`config.mk`:
```
export PLATFORM = sky130hd
export DESIGN_NAME = id_branch_ctrl
export DESIGN_NICKNAME = d
export VERILOG_FILES = /design/src/rtl/id_branch_ctrl.sv
export SDC_FILE = /design/constraint.sdc
export NUM_CORES = 1
export LEC_CHECK = 0
export CORE_AREA = 2 2 129 131
export DETAILED_ROUTE_END_ITERATION = 12
export DIE_AREA = 0 0 131 133
export GPL_ROUTABILITY_DRIVEN = 0
export GPL_TIMING_DRIVEN = 0
export PLACE_DENSITY = 0.8
export SYNTH_ARGS = -nofsm -noshare
export SYNTH_HDL_FRONTEND = slang
export SYNTH_SLANG_ARGS = --single-unit
```
`constraint.sdc`:
```
create_clock -name clock -period 7.2 [get_ports clock]
set_input_delay 2.16 -clock clock [delete_from_list [all_inputs] [get_ports clock]]
set_output_delay 2.16 -clock clock [all_outputs]
set_load 0.005 [all_outputs]
```
`src/rtl/id_branch_ctrl.sv`:
```
// Decode-stage branch/jump controller: resolves BEQ/BNE/J/JAL/JR in decode,
// handles operand stalls, delay slots, exception squash and perf counters.
module id_branch_ctrl #(
  parameter int CNT_W = 16
) (
  input  logic             clock,
  input  logic             reset,
  input  logic [31:0]      if_id_nextpc,
  input  logic [31:0]      if_id_instruc,
  input  logic [31:0]      rs_data,
  input  logic [31:0]      rt_data,
  input  logic             rs_busy,
  input  logic             rt_busy,
  input  logic             ex_stall,
  input  logic             exc_req,
  output logic             id_stall,
  output logic             id_if_selpcsource,
  output logic [1:0]       id_if_selpctype,
  output logic [31:0]      id_if_pcimd2ext,
  output logic [31:0]      id_if_rega,
  output logic [31:0]      id_if_pcindex,
  output logic [31:0]      id_ex_instruc,
  output logic [31:0]      id_ex_nextpc,
  output logic             id_ex_valid,
  output logic [CNT_W-1:0] taken_cnt,
  output logic [CNT_W-1:0] stall_cnt
);

  typedef enum logic {RUN, WAIT} state_t;

  state_t state, state_next;
  logic   ds_flag, squash;

  logic [5:0] op, funct;
  logic       is_beq, is_bne, is_jump, is_jr;
  logic       need_rs, need_rt, opnd_wait, cond_taken, ctrl_redirect;

  assign op      = if_id_instruc[31:26];
  assign funct   = if_id_instruc[5:0];
  assign is_beq  = (op == 6'b000100);
  assign is_bne  = (op == 6'b000101);
  assign is_jump = (op == 6'b000010) || (op == 6'b000011);
  assign is_jr   = (op == 6'b000000) && (funct == 6'b001000);

  assign need_rs = is_beq || is_bne || is_jr;
  assign need_rt = is_beq || is_bne;

  // A squashed slot never waits: its result is discarded anyway.
  assign opnd_wait = ((need_rs && rs_busy) || (need_rt && rt_busy)) && !squash;
  assign id_stall  = (opnd_wait || ex_stall) && !exc_req;

  assign cond_taken = (is_beq && (rs_data == rt_data)) ||
                      (is_bne && (rs_data != rt_data)) ||
                      is_jump || is_jr;

  assign ctrl_redirect     = cond_taken && !id_stall && !ds_flag && !squash && !exc_req;
  assign id_if_selpcsource = exc_req || ctrl_redirect;

  assign id_if_pcimd2ext = if_id_nextpc + {{14{if_id_instruc[15]}}, if_id_instruc[15:0], 2'b00};
  assign id_if_pcindex   = {if_id_nextpc[31:28], if_id_instruc[25:0], 2'b00};
  assign id_if_rega      = rs_data;

  always_comb begin
    id_if_selpctype = 2'b00;
    if (exc_req)      id_if_selpctype = 2'b11;
    else if (is_jump) id_if_selpctype = 2'b10;
    else if (is_jr)   id_if_selpctype = 2'b01;
  end

  always_ff @(posedge clock or negedge reset) begin
    if (!reset) state <= RUN;
    else        state <= state_next;
  end

  always_comb begin
    state_next = state;
    case (state)
      RUN:  if (opnd_wait && !exc_req) state_next = WAIT;
      WAIT: if (!opnd_wait || exc_req) state_next = RUN;
      default: state_next = RUN;
    endcase
  end

  // Slot flags only advance when decode actually hands an instruction on.
  always_ff @(posedge clock or negedge reset) begin
    if (!reset) begin
      ds_flag <= 1'b0;
      squash  <= 1'b0;
    end else if (exc_req) begin
      ds_flag <= 1'b0;
      squash  <= 1'b1;
    end else if (!id_stall) begin
      ds_flag <= ctrl_redirect;
      squash  <= 1'b0;
    end
  end

  always_ff @(posedge clock or negedge reset) begin
    if (!reset) begin
      id_ex_instruc <= '0;
      id_ex_nextpc  <= '0;
      id_ex_valid   <= 1'b0;
    end else if (ex_stall && !exc_req) begin
      id_ex_valid <= id_ex_valid;
    end else if (exc_req || opnd_wait) begin
      id_ex_valid <= 1'b0;
    end else begin
      id_ex_instruc <= if_id_instruc;
      id_ex_nextpc  <= if_id_nextpc;
      id_ex_valid   <= !squash;
    end
  end

  always_ff @(posedge clock or negedge reset) begin
    if (!reset) begin
      taken_cnt <= '0;
      stall_cnt <= '0;
    end else begin
      if (ctrl_redirect && (taken_cnt != '1)) taken_cnt <= taken_cnt + 1'b1;
      if ((state == WAIT) && (stall_cnt != '1)) stall_cnt <= stall_cnt + 1'b1;
    end
  end

endmodule
```
==> key figures, run 1 <==
Global route
  – Antenna violations before repair: 0
  – Total track usage: 22.9%
  – Grt total ovfl: 0
  – Vias in the first global route: 5787
  – Global-route wire length before repair: 30700 um
  – Pin count of the biggest net entering global routing: 55

Routing
  – Antenna-violating nets left: 0
  – Via density: roughly 5.0
  – First DRT Iteration DRCs: just under 300
  – Vias: about 5900
  – # DRC: 0
  – Detailed Routing Iterations Pass 1: 4
  – Wirelength, routed: 20500 um
  – DR WL/cell: roughly 17 um

Floorplan
  – Num rows: 47
  – Die H: 133 um
  – Core area: between 0.015 and 0.02 mm2
  – Starting density of the core: around two fifths
  – IO Pins: 331
  – Die ar.: 0.0174 mm2
  – Die X: 131 um

Placed design
  – HPWL Detailed: 16400 um
  – Post-DP Area: 0.0100 mm2
  – I/O Buffers: 328
  – Placed Cells: 1177

Clocking
  – CTS tree: yes
  – Worst-Skew Late Latency: 0.36 ns
  – CTS Root Cell: clkbuf_16
  – Htree depth: 3
  – CTS Buffer Depth: 2
  – CTS Buf Count: 9
  – Worst-path clk slew: 0.06 ns
  – Hold_buf cts: 0
  – Clock tree sinks: 100

Layout
  – Post-route cell area: 0.0105 mm2
  – Most frequent cells in the layout: clkdlybuf4s50_1 (311), dfrtp_1 (100), buf_4 (73), mux2_2 (62), xor2_1 (56)
  – Most common cell after layout, fill and taps aside: clkdlybuf4s50_1
  – Fin util: 64.7%
  – Layout Nets: 1139
  – P&R area growth vs syn: 63.0%
  – Finished Layout Cells: 1198
  – Layout cells sized above 1: between 10% and 20%
  – Antenna Diode Count: 0

Setup path
  – Worst EP arrival: 4.97 ns
  – Critical Path End: id_if_pcimd2ext[25]
  – Critical Path End Type: output port
  – Worst R2R End: taken_cnt[1]
  – Flop2flop setup slack: 4.64 ns
  – Worst r2r src: taken_cnt[3]
  – Reg2reg path depth: 8
  – Critical Path Source Type: input port
  – Critical Path RT: 5.04 ns
  – Worst Setup Path Type: input port to output port
  – Largest stage delay, worst path: approximately 0.53 ns
  – Crit path max fanout: 4
  – Worst-path cell chain: clkdlybuf4s15_1 -> ha_4 -> a21o_1 -> a21oi_2 -> a21oi_2 -> o41ai_4 -> o211ai_1 -> buf_4 -> a31oi_1 -> xnor2_1 -> clkdlybuf4s50_1
  – Worst setup path startpoint: if_id_instruc[3]
  – Cell mode on critical path: a21oi_2
  – CP max stage cell: clkdlybuf4s50_1

Pwr
  – Peak supply drop: between 100 and 150 uV
  – PD cells: 169 mW/mm2
  – P_leak: 4.58 nW
  – Power, Total: 1.77 mW

Synthesis
  – Flops & latches, synth: 100
  – Avg Inst Size Synth: 10.2 um2
  – Seq/Total Area, Yosys: 39.0%
  – Post-Synthesis Cells: 627
  – Synth cell types: 57
  – Mapped Area: 0.00642 mm2
  – Proportion of synthesized flip-flops having asynchronous set or reset: 100%
  – Synth Flop Type: dfrtp_1
  – Post-synth EDFFs: 0
  – Warnings from Yosys: 0

Timing
  – Worst Max-Slew Pin Slew: 0.713 ns
  – Slew Viols, Final: 0
  – Tcrit/Tclk final: 99.0%
  – Max-slew headroom: 52.5%
  – Post-Route Skew: 0.0106 ns
  – Maximum clock rate: ~0.14 GHz
  – Post-layout min period: approximately 7 ns
  – Final hold violation count: 0
  – RSZ-0062 raised after global routing: true
  – TNS Setup: 0 ns
  – Setup Viol. Count Final: 0

Job
  – Max-cap viol count: 0

Status
  – Status: complete, no violations

Hold path
  – Worst hold path class: flip-flop to flip-flop
==> synthesized netlist by cell type (2+ instances only) <==
cell type,number,area (um2)
buf_4,66,495
buf_1,3,11.3
clkbuf_1,3,11.3
nor3_1,12,60.1
o21ai_0,18,90.1
o21bai_1,5,37.5
o31a_1,2,17.5
mux2_2,62,698
nor4b_1,4,35.0
ha_1,31,388
nand4_1,13,81.3
nor2b_1,4,25.0
a31o_2,2,17.5
o211ai_1,2,15.0
a21oi_1,32,160
a31oi_1,4,25.0
nand3_1,15,75.1
a21o_1,12,90.1
or3_1,3,18.8
nor3b_1,2,15.0
buf_2,4,20.0
xnor2_1,30,263
and3_1,6,37.5
xor2_1,56,490
nor4_1,17,106
nor2_1,25,93.8
inv_1,19,71.3
or2_2,4,25.0
and2_1,5,31.3
nand2b_1,3,18.8
o21a_1,4,30.0
dfrtp_1,100,2500
o21ai_1,3,15.0
nand2_1,33,124
==> cell type report <==
type	instances	area, um2
well taps	220	275
clock buffers	12	256
clock inverters	4	37.5
inverters	19	71.3
fillers	1332	5710
multi-input cells	432	3420
repair buffers	335	3350
plain buffers	76	546
flip-flops and latches	100	2500
==> metrics by stage <==
stage | hold WS, ns | setup slack, ns
3_5_place_dp | 0.464 | -0.801
5_1_grt | 0.501 | -0.0316
3_3_place_gp | 0.453 | -0.794
4_1_cts | 0.480 | 0.0120
2_1_floorplan | 0.438 | 0.828
6_report | 0.473 | 0.0688
==> repair_timing <==
item	in CTS	in global routing
pin swaps	9	6
endpoints found under the hold margin	0	0
resized for setup	32	14
endpoints found under the setup margin	19	9
setup buffers	5	1
cloned	0	0
==> how the worst min path moves through the flow <==
| stage | from | endpoint | slack, ns | cells past startpoint |
|---|---|---|---|---|
| after global placement | ds_flag | ds_flag | 0.45 | 2 |
| after CTS | ds_flag | ds_flag | 0.48 | 2 |
| after floorplan | ds_flag | ds_flag | 0.44 | 2 |
| after detailed placement | ds_flag | ds_flag | 0.46 | 2 |
| after global routing | ds_flag | ds_flag | 0.50 | 2 |
| final | ds_flag | ds_flag | 0.47 | 2 |
==> power by group <==
group / total [mW] / internal (mW) / switching, mW
clock: 0.487 / 0.260 / 0.227
combinational: 0.632 / 0.394 / 0.238
sequential: 0.651 / 0.619 / 0.0314
total: 1.77 / 1.27 / 0.496
==> worst max-delay path: cells and delay by family <==
kind            cells  cell delay, ns
xor+xnor            1            0.15
buf+inv             3            1.07
fa+ha+maj           1            0.34
compound gates      6            1.25
==> state kept, by name, indices dropped and copies added, names as in the netlist <==
register       cells
ds_flag            1
id_ex_instruc     32
id_ex_nextpc      32
id_ex_valid        1
squash             1
stall_cnt         16
state              1
taken_cnt         16
==> kinds of logic after synthesis <==
kind of cell / after synthesis / share of synthesized area [%]
buf+inv: 96 / 9.66
compound gates: 98 / 9.84
fa+ha+maj: 32 / 6.35
flops: 100 / 39.0
xor+xnor: 86 / 11.7
simple gates: 150 / 12.2
other cells: 1 / 0.0584
mux: 64 / 11.2
==> layer usage <==
metal / share of wire, % / track usage (%) / wire length (um) / vias to the layer above
li1: - / - / - / 2844
met1: 40 / 27.6 / 8150 / 2855
met2: 50 / 38.8 / 10200 / 218
met3: 8.9 / 7.97 / 1840 / 28
met4: 1.6 / 5.91 / 337 / 0
met5: 0 / 0 / 0 / -
Note: power is estimated with default switching activity, not from simulation.
==> inputs of run 2 (changes only) <==
==> config.mk (replaced) <==
export PLATFORM = sky130hd
export DESIGN_NAME = id_branch_ctrl
export DESIGN_NICKNAME = d
export VERILOG_FILES = /design/src/rtl/id_branch_ctrl.sv
export SDC_FILE = /design/constraint.sdc
export NUM_CORES = 1
export LEC_CHECK = 0
export CORE_AREA = 2 2 127 129
export CTS_BUF_LIST = sky130_fd_sc_hd__clkbuf_8
export DETAILED_ROUTE_END_ITERATION = 12
export DIE_AREA = 0 0 129 131
export GPL_ROUTABILITY_DRIVEN = 0
export GPL_TIMING_DRIVEN = 0
export PLACE_DENSITY = 0.82
export SYNTH_ARGS = -nofsm -noshare
export SYNTH_HDL_FRONTEND = slang
export SYNTH_SLANG_ARGS = --single-unit
==> key figures, run 2 (synthesized netlist as in run 1, its figures left out) <==
Timing
  – TNS Setup: 0 ns (unchanged)
  – Post-Route Skew: 0.0101 ns (was 0.0106 ns)
  – Worst Max-Slew Pin Slew: 0.690 ns (was 0.713 ns)
  – Final hold violation count: 0 (unchanged)
  – Tcrit/Tclk final: 99.2% (was 99.0%)
  – Slew Viols, Final: 0 (unchanged)
  – Max-slew headroom: 54.0% (was 52.5%)
  – Post-layout min period: 7.14 ns (was 7.13 ns)
  – Setup Viol. Count Final: 0 (unchanged)
  – Maximum clock rate: 0.140 GHz (about the same)

Job
  – Max-cap viol count: 0 (unchanged)

Clocking
  – Clock tree sinks: 100 (unchanged)
  – CTS Root Cell: clkbuf_8 (was clkbuf_16)
  – CTS Buffer Depth: 2 (unchanged)
  – CTS Buf Count: 9 (unchanged)
  – CTS tree: yes (unchanged)
  – Worst-path clk slew: 0.10 ns (was 0.06 ns)
  – Htree depth: 3 (unchanged)
  – Hold_buf cts: 0 (unchanged)
  – Worst-Skew Late Latency: 0.38 ns (was 0.36 ns)

Floorplan
  – Num rows: 46 (was 47)
  – IO Pins: 331 (unchanged)
  – Starting density of the core: 41.2% (was 39.7%)
  – Die ar.: 0.0169 mm2 (was 0.0174 mm2)
  – Core area: 0.0156 mm2 (was 0.0162 mm2)
  – Die H: 131 um (was 133 um)
  – Die X: 129 um (was 131 um)

Global route
  – Antenna violations before repair: 1 (was 0)
  – Pin count of the biggest net entering global routing: 60 (was 55)
  – Grt total ovfl: 0 (unchanged)
  – Vias in the first global route: 5731 (was 5787)
  – Global-route wire length before repair: 30600 um (was 30700 um)
  – Total track usage: 23.2% (was 22.9%)

Pwr
  – Peak supply drop: 136 uV (was 129 uV)
  – P_leak: 4.60 nW (was 4.58 nW)
  – PD cells: 161 mW/mm2 (was 169 mW/mm2)

Setup path
  – Critical Path RT: 5.04 ns (about the same)
  – Flop2flop setup slack: 4.63 ns (was 4.64 ns)
  – Critical Path Source Type: input port (unchanged)
  – Crit path max fanout: 5 (was 4)
  – Worst Setup Path Type: input port to output port (unchanged)
  – Worst EP arrival: 4.98 ns (was 4.97 ns)
  – Critical Path End Type: output port (unchanged)

Routing
  – # DRC: 0 (unchanged)
  – Detailed Routing Iterations Pass 1: 4 (unchanged)
  – DR WL/cell: 16.8 um (was 17.1 um)
  – Wirelength, routed: 20200 um (was 20500 um)
  – Vias: 5891 (was 5945)
  – Antenna-violating nets left: 0 (unchanged)
  – First DRT Iteration DRCs: 266 (was 292)
  – Via density: 4.91 (was 4.96)

Layout
  – Layout cells sized above 1: 19.4% (was 19.0%)
  – Most common cell after layout, fill and taps aside: clkdlybuf4s50_1 (unchanged)
  – Post-route cell area: 0.0104 mm2 (was 0.0105 mm2)
  – Filler instances: 1243 (was 1332)
  – Regs by FF count: id_ex_instruc: 32 flops, id_ex_nextpc: 32 flops (unchanged)
  – P&R area growth vs syn: 62.2% (was 63.0%)
  – Layout Nets: 1144 (was 1139)
  – Most frequent cells in the layout: clkdlybuf4s50_1 (308), dfrtp_1 (100), buf_4 (77), mux2_2 (62), xor2_1 (56) (was clkdlybuf4s50_1 (311), dfrtp_1 (100), buf_4 (73), mux2_2 (62), xor2_1 (56))

Status
  – Status: complete, no violations (unchanged)

Placed design
  – I/O Buffers: 328 (unchanged)
  – HPWL Detailed: 16100 um (was 16400 um)
  – Post-DP Area: 0.0100 mm2 (about the same)

Hold path
  – Worst hold path class: flip-flop to flip-flop (unchanged)
[run 2: changes by cell type in the layout (fill, tap and decap cells not counted), moves of 3 or more]
| cell | delta |
|---|---|
| buf_4 | +4 |
| dlymetal6s2s_1 | +4 |
| clkbuf_16 | -9 |
| clkdlybuf4s50_1 | -3 |
| clkbuf_8 | +8 |
[run 2: area by class of cell]
type / instances / area (um2) / area share [%]
clock inverter: 6 / 76.3 / 0.733
buffer: 77 / 549 / 5.27
multi-input combinational: 432 / 3420 / 32.8
clock buffer: 10 / 138 / 1.32
inverter: 19 / 71.3 / 0.685
antenna: 1 / 2.50 / 0.0240
timing repair buffer: 339 / 3380 / 32.5
tap: 216 / 270 / 2.59
sequential: 100 / 2500 / 24.0
[run 2: path summary, 6_finish.rpt]
path,from,endpoint,cells past startpoint
max,if_id_instruc[10],id_if_pcimd2ext[31],12
min,ds_flag,ds_flag,2
max reg2reg,taken_cnt[3],taken_cnt[1],8
min reg2reg,ds_flag,ds_flag,2
max in group asynchronous,reset,taken_cnt[14],2
min in group asynchronous,reset,id_ex_instruc[8],1
[run 2: what timing repair did]
action | in CTS | in global routing
setup buffers | 4 | 6
setup endpoints to repair | 18 | 11
pin swaps | 3 | 12
gates cloned | 0 | 0
resized for setup | 31 | 16
[run 2: stage by stage]
stage | cells | hold slack (ns) | util (%) | power (mW) | setup WS, ns
6_report | 1200 | 0.474 | 66.8 | 1.67 | 0.0606
5_1_grt | 1199 | 0.525 | 66.8 | 1.77 | -0.0702
4_1_cts | 1193 | 0.479 | 66.2 | 1.69 | -0.126
3_5_place_dp | 1173 | 0.455 | 64.1 | 1.28 | -0.856
3_3_place_gp | 1172 | 0.454 | 64.0 | 1.27 | -0.821
2_1_floorplan | 628 | 0.438 | - | 0.895 | 0.828
[run 2: layer usage]
metal	vias up	share of wire, %	GRT usage (%)
li1	2854	-	-
met5	-	0	0
met4	0	1.7	5.05
met3	28	7.5	6.68
met2	205	49	39.3
met1	2804	42	29.8
[run 2: power breakdown]
group          internal, mW  switching, mW
sequential            0.619         0.0300
clock                 0.177          0.215
combinational         0.393          0.240
total                  1.19          0.485
[run 2: critical path, cell delays in order]
cell and delay [ns]:
clkdlybuf4s50_1 0.47, ha_1 0.39, nand3_1 0.14, nand2_1 0.17, o31a_1 0.20, o41ai_4 0.11
o211ai_1 0.39, a31oi_4 0.15, buf_4 0.17, o211a_1 0.20, nor3_1 0.18, dlygate4sd2_1 0.26
==> patch 1 (flow settings as in run 1) <==
Make the reset (`reset`) synchronous in 4 clocked blocks.
--- a/src/rtl/id_branch_ctrl.sv
+++ b/src/rtl/id_branch_ctrl.sv
@@ -69,3 +69,3 @@
 
-  always_ff @(posedge clock or negedge reset) begin
+  always_ff @(posedge clock) begin
     if (!reset) state <= RUN;
@@ -84,3 +84,3 @@
   // Slot flags only advance when decode actually hands an instruction on.
-  always_ff @(posedge clock or negedge reset) begin
+  always_ff @(posedge clock) begin
     if (!reset) begin
@@ -97,3 +97,3 @@
 
-  always_ff @(posedge clock or negedge reset) begin
+  always_ff @(posedge clock) begin
     if (!reset) begin
@@ -113,3 +113,3 @@
 
-  always_ff @(posedge clock or negedge reset) begin
+  always_ff @(posedge clock) begin
     if (!reset) begin
Formal check against the unedited RTL: differs if reset is asserted again (counterexample within 4 cycles, from zero or initial values and one cycle with reset low); with reset held inactive, the same outputs for 4 cycles.
==> patch 1 against run 1 <==
Routed wire length increased by 9.9%; setup slack improved by 0.0033 ns; critical path type unchanged; sequential cell count unchanged; highest routed layer unchanged; count of clock-buffer cells in the layout decreased by 3; total power decreased by 8.9%; synthesized area decreased by 2.0%; final area increased by 0.42%; via count increased by 16%; combinational power decreased by 16%.
==> patch 1: results (changes against run 1) <==
Worst setup path
  – Worst setup path start: if_id_instruc[7] (was if_id_instruc[3])
  – Reg2Reg Depth: 7 (was 8)
  – Slowest stage delay, CP: 0.64 ns (was 0.53 ns)
  – Reg2reg end: id_ex_nextpc[31]$_SDFFE_PN0P_ (was taken_cnt[1]$_DFFE_PN0P_)
  – Worst R2R Start: squash$_SDFFE_PN0P_ (was taken_cnt[3]$_DFFE_PN0P_)
  – Crit path capture: id_if_pcimd2ext[30] (was id_if_pcimd2ext[25])
  – Largest delay share family, worst path: simple AND/OR/NAND/NOR gates (was compound AO/OA/AOI/OAI gates)
  – R2R Setup Slk: 4.56 ns (was 4.64 ns)

Logic synthesis
  – Post-synthesis adder-cell area fraction: 0.0648 (was 0.0635)
  – Yosys cell types: 63 (was 57)
  – Post-synthesis sequential area ratio: 0.318 (was 0.390)
  – Synth Flop Type: dfxtp_1 (was dfrtp_1)
  – Synth top cells by count: 156 x nand2_1, 100 x dfxtp_1, 98 x a21oi_1, 66 x buf_4, 57 x xnor2_1 (was 100 x dfrtp_1, 66 x buf_4, 62 x mux2_2, 56 x xor2_1, 33 x nand2_1)
  – Asr flop ratio synth: 0 (was 1.00)
  – XOR/XNOR Fraction of Synth Area: 0.102 (was 0.117)
  – Post-synthesis compound-gate area fraction: 0.176 (was 0.0984)
  – Synth area leaders: dfxtp_1 32%, nand2_1 9.3%, xnor2_1 7.9% (was dfrtp_1 39%, mux2_2 11%, buf_4 7.7%)
  – Multiplexer share of the synthesized area: 0.00796 (was 0.112)

Global route
  – Tot GR Track Use: 0.248 (was 0.229)
  – Antenna violations before repair: 1 (was 0)
  – First-pass GRT wire length: 33.6 mm (was 30.7 mm)
  – Vias in the first global route: 6503 (was 5787)

Timing
  – Post-Route Skew: 0.00760 ns (was 0.0106 ns)

Power
  – Leak: 0.00403 uW (was 0.00458 uW)
  – Worst vdd ir: 0.000121 V (was 0.000129 V)

Route
  – Initial DRC count: 304 (was 292)
  – Via count: 6885 (was 5945)
  – WL per Instance: 16.4 um (was 17.1 um)
  – DR pass1 iterations: 5 (was 4)

Clocking
  – Worst-path clk slew: 0.08 ns (was 0.06 ns)

Layout
  – Biggest regs: id_ex_instruc x32, id_ex_nextpc x32 (unchanged)
  – Filler instances: 1395 (was 1332)
  – Share of cells above drive strength 1: 0.129 (was 0.190)

Placement
  – Dpl cell area: 9840 sq um (was 10000 sq um)
  – PortBufs: 327 (was 328)
  – Post-DP HPWL: 17.7 mm (was 16.4 mm)

Min path
  – Hold Startpoint: id_ex_nextpc[26]$_SDFFE_PN0P_ (was ds_flag$_DFFE_PN0P_)

Status
  – Status: finished, final reports clean (unchanged)
[patch 1: metrics by stage]
stage	total power (uW)	setup slack (ns)	hold WS (ns)	cells	setup TNS, ns
detailed placement	1090	-1.28	0.446	1351	-8.83
global route	1690	-0.0266	0.472	1376	-0.0269
global placement	1080	-1.16	0.441	1351	-8.22
finish	1610	0.0721	0.454	1377	0
floorplan	806	0.596	0.435	804	0
CTS	1600	-0.163	0.456	1370	-0.163
[patch 1: worst min-delay path by stage]
stage	endpoint	slack, ns	cells after the start
floorplan	ds_flag$_SDFFE_PP0N_	0.43	2
global placement	id_ex_instruc[25]$_SDFFE_PN0P_	0.44	2
detailed placement	id_ex_instruc[21]$_SDFFE_PN0P_	0.45	2
CTS	id_ex_instruc[15]$_SDFFE_PN0P_	0.46	2
global route	id_ex_instruc[14]$_SDFFE_PN0P_	0.47	2
finish	id_ex_nextpc[26]$_SDFFE_PN0P_	0.45	2
[patch 1: worst min-delay path, delay by kind of cell (launching register included)]
family             cells  cell delay, ns
DFF                    1            0.31
AOI/OAI and AO/OA      1            0.05
and+or+nand+nor        1            0.05
[patch 1: area by class of cell]
cell class	count	share of cell area
multi-input combinational	590	0.369
timing repair buffer	339	0.320
sequential	100	0.191
buffer	93	0.0579
tap	220	0.0262
clock buffer	9	0.0214
clock inverter	7	0.00774
inverter	18	0.00643
antenna	1	0.000238
[patch 1: what timing repair did]
action,in CTS,in global routing
gates resized for setup,49,31
hold buffers,0,0
setup endpoints to repair,16,11
pin swaps,10,13
buffers inserted,6,6
[patch 1: metal layers]
| metal | vias up | share of wire | global-route usage |
|---|---|---|---|
| li1 | 3396 | - | - |
| met1 | 3176 | 0.40 | 0.288 |
| met2 | 267 | 0.48 | 0.422 |
| met3 | 46 | 0.089 | 0.0813 |
| met4 | 0 | 0.030 | 0.0898 |
| met5 | - | 0 | 0 |
[patch 1: cells by family (layout without fill, tap and decap cells)]
logic type,count (synthesis),count (layout)
AND/OR/NAND/NOR,304,304
multiplexers,5,5
buffers and inverters,114,466
other,1,3
adder cells (fa/ha/maj),32,32
AO/OA/AOI/OAI,174,174
XOR/XNOR,73,73
flip-flops,100,100
[patch 1: where the power goes]
group	internal [uW]	leakage (uW)	switching, uW	total, uW
logic	311	0.00306	223	534
registers	570	0.000813	8.73	579
clock network	248	0.000150	251	499
total	1130	0.00403	482	1610
==> patch 2 (flow settings as in run 1) <==
Made on the original files. `CNT_W`: 16 -> 32.
--- a/src/rtl/id_branch_ctrl.sv
+++ b/src/rtl/id_branch_ctrl.sv
@@ -3,3 +3,3 @@
 module id_branch_ctrl #(
-  parameter int CNT_W = 16
+  parameter int CNT_W = 32
 ) (
Interface: changed (resized stall_cnt and taken_cnt); port bits go from 331 to 363. The function was not compared with the original's and may differ.
==> patch 2 against run 1 <==
The run now ends with negative setup slack left; total power grew 33%; synthesized area grew 28%; setup slack lost 0.093 ns; worst hold slack gained 0.017 ns; clock skew is essentially flat; sequential cell count grew 32; final area grew 25%; routed wire length grew 34%; critical path type unchanged; largest power group is now clock.
==> patch 2: results (changes against run 1) <==
Worst setup path
  – Reg2reg end: id_ex_instruc[10]$_DFFE_PN0P_ (was taken_cnt[1]$_DFFE_PN0P_)
  – Largest delay share family, worst path: buffers and inverters (was compound AO/OA/AOI/OAI gates)
  – Worst-path fanout max: 3 (was 4)
  – Arrival time worst endpoint: 5.06 ns (was 4.97 ns)
  – R2R Setup Slk: 4.20 ns (was 4.64 ns)
  – Worst setup path start: if_id_nextpc[2] (was if_id_instruc[3])
  – Reg2Reg Depth: 6 (was 8)
  – Crit path capture: id_if_pcimd2ext[14] (was id_if_pcimd2ext[25])
  – Worst R2R Start: squash$_DFFE_PN0P_ (was taken_cnt[3]$_DFFE_PN0P_)

Placement
  – Post-DP HPWL: 21.2 mm (was 16.4 mm)
  – Dpl ws: -1.08 ns (was -0.801 ns)

Timing
  – Worst slew margin: 0.200 (was 0.525)
  – Post-route setup slack: -0.0244 ns (was 0.0688 ns)
  – Final setup fails: 1 (was 0)
  – Worst hold slack: 0.490 ns (was 0.473 ns)
  – Post-Route Skew: 0.0102 ns (was 0.0106 ns)

Layout
  – Filler instances: 1048 (was 1332)
  – Layout Nets: 1372 (was 1139)

Route
  – Initial DRC count: 491 (was 292)
  – DR pass1 iterations: 6 (was 4)

Logic synthesis
  – Post-Synthesis Cells: 812 (was 627)
  – Synth top cells by count: 132 x dfrtp_1, 66 x buf_4, 66 x mux2_2, 65 x xnor2_1, 52 x nor2_1 (was 100 x dfrtp_1, 66 x buf_4, 62 x mux2_2, 56 x xor2_1, 33 x nand2_1)
  – Post-synthesis sequential area ratio: 0.402 (was 0.390)
  – Synth area leaders: dfrtp_1 40%, mux2_2 9.0%, xnor2_1 6.9% (was dfrtp_1 39%, mux2_2 11%, buf_4 7.7%)
  – Yosys cell types: 64 (was 57)

Clocking
  – Num CTS Buffers: 17 (was 9)
  – CTS H-tree lvls: 4 (was 3)
  – Worst-Skew Late Latency: 0.44 ns (was 0.36 ns)

Global route
  – Antenna violations before repair: 1 (was 0)
  – Tot GR Track Use: 0.309 (was 0.229)
  – First-pass GRT wire length: 40.8 mm (was 30.7 mm)
  – Largest net degree at the start of global routing: 68 (was 55)

Min path
  – Hold EP: taken_cnt[14]$_DFFE_PN0P_ (was ds_flag$_DFFE_PN0P_)
  – Hold Startpoint: taken_cnt[14]$_DFFE_PN0P_ (was ds_flag$_DFFE_PN0P_)
  – Hold path cells: 1 (was 2)

Power
  – Leak: 0.00566 uW (was 0.00458 uW)
  – Worst vdd ir: 0.000190 V (was 0.000129 V)

Status
  – Failing checks: negative setup slack
  – Status: finished, violations left (was finished, final reports clean)
-- patch 2: cell families after synthesis --
kind of cell | Yosys count | synth area share
AO/OA/AOI/OAI | 101 | 0.0866
XOR/XNOR | 112 | 0.119
adder cells (fa/ha/maj) | 32 | 0.0496
buffers and inverters | 110 | 0.0819
flip-flops | 132 | 0.402
multiplexers | 67 | 0.0917
other | 1 | 0.000456
AND/OR/NAND/NOR | 257 | 0.168
-- patch 2: area by class of cell --
type                       instances  share of cell area
multi-input combinational        571               0.345
timing repair buffer             376               0.286
sequential                       132               0.253
buffer                            81              0.0432
clock buffer                      17              0.0326
tap                              220              0.0211
clock inverter                    15              0.0106
inverter                          27             0.00777
antenna                            1            0.000192
-- patch 2: power breakdown --
group / switching, uW / total (uW) / internal [uW]
clock network: 390 / 848 / 457
registers: 32.9 / 832 / 799
logic: 271 / 678 / 407
-- patch 2: layer usage --
metal	global-route usage	part of all wire	routed length [um]
met1	0.372	0.38	10600
met3	0.0853	0.075	2060
met4	0.0833	0.024	662
met5	0	0	0
met2	0.537	0.52	14300
-- patch 2: timing repair --
action | CTS | global route
setup endpoints to repair | 18 | 15
pin swaps | 6 | 13
hold buffers | 0 | 0
buffers inserted | 5 | 10
resized for setup | 42 | 36
-- patch 2: through the flow --
step                      instance area, sq um  TNS [ns]  utilization
after floorplan                           8220         0            -
after global placement                   12100   -185.95        0.748
after detailed placement                 12100     -7.73        0.750
after CTS                                12900   -0.0315        0.795
after global routing                     13000    -0.237        0.807
final                                    13000   -0.0244        0.807
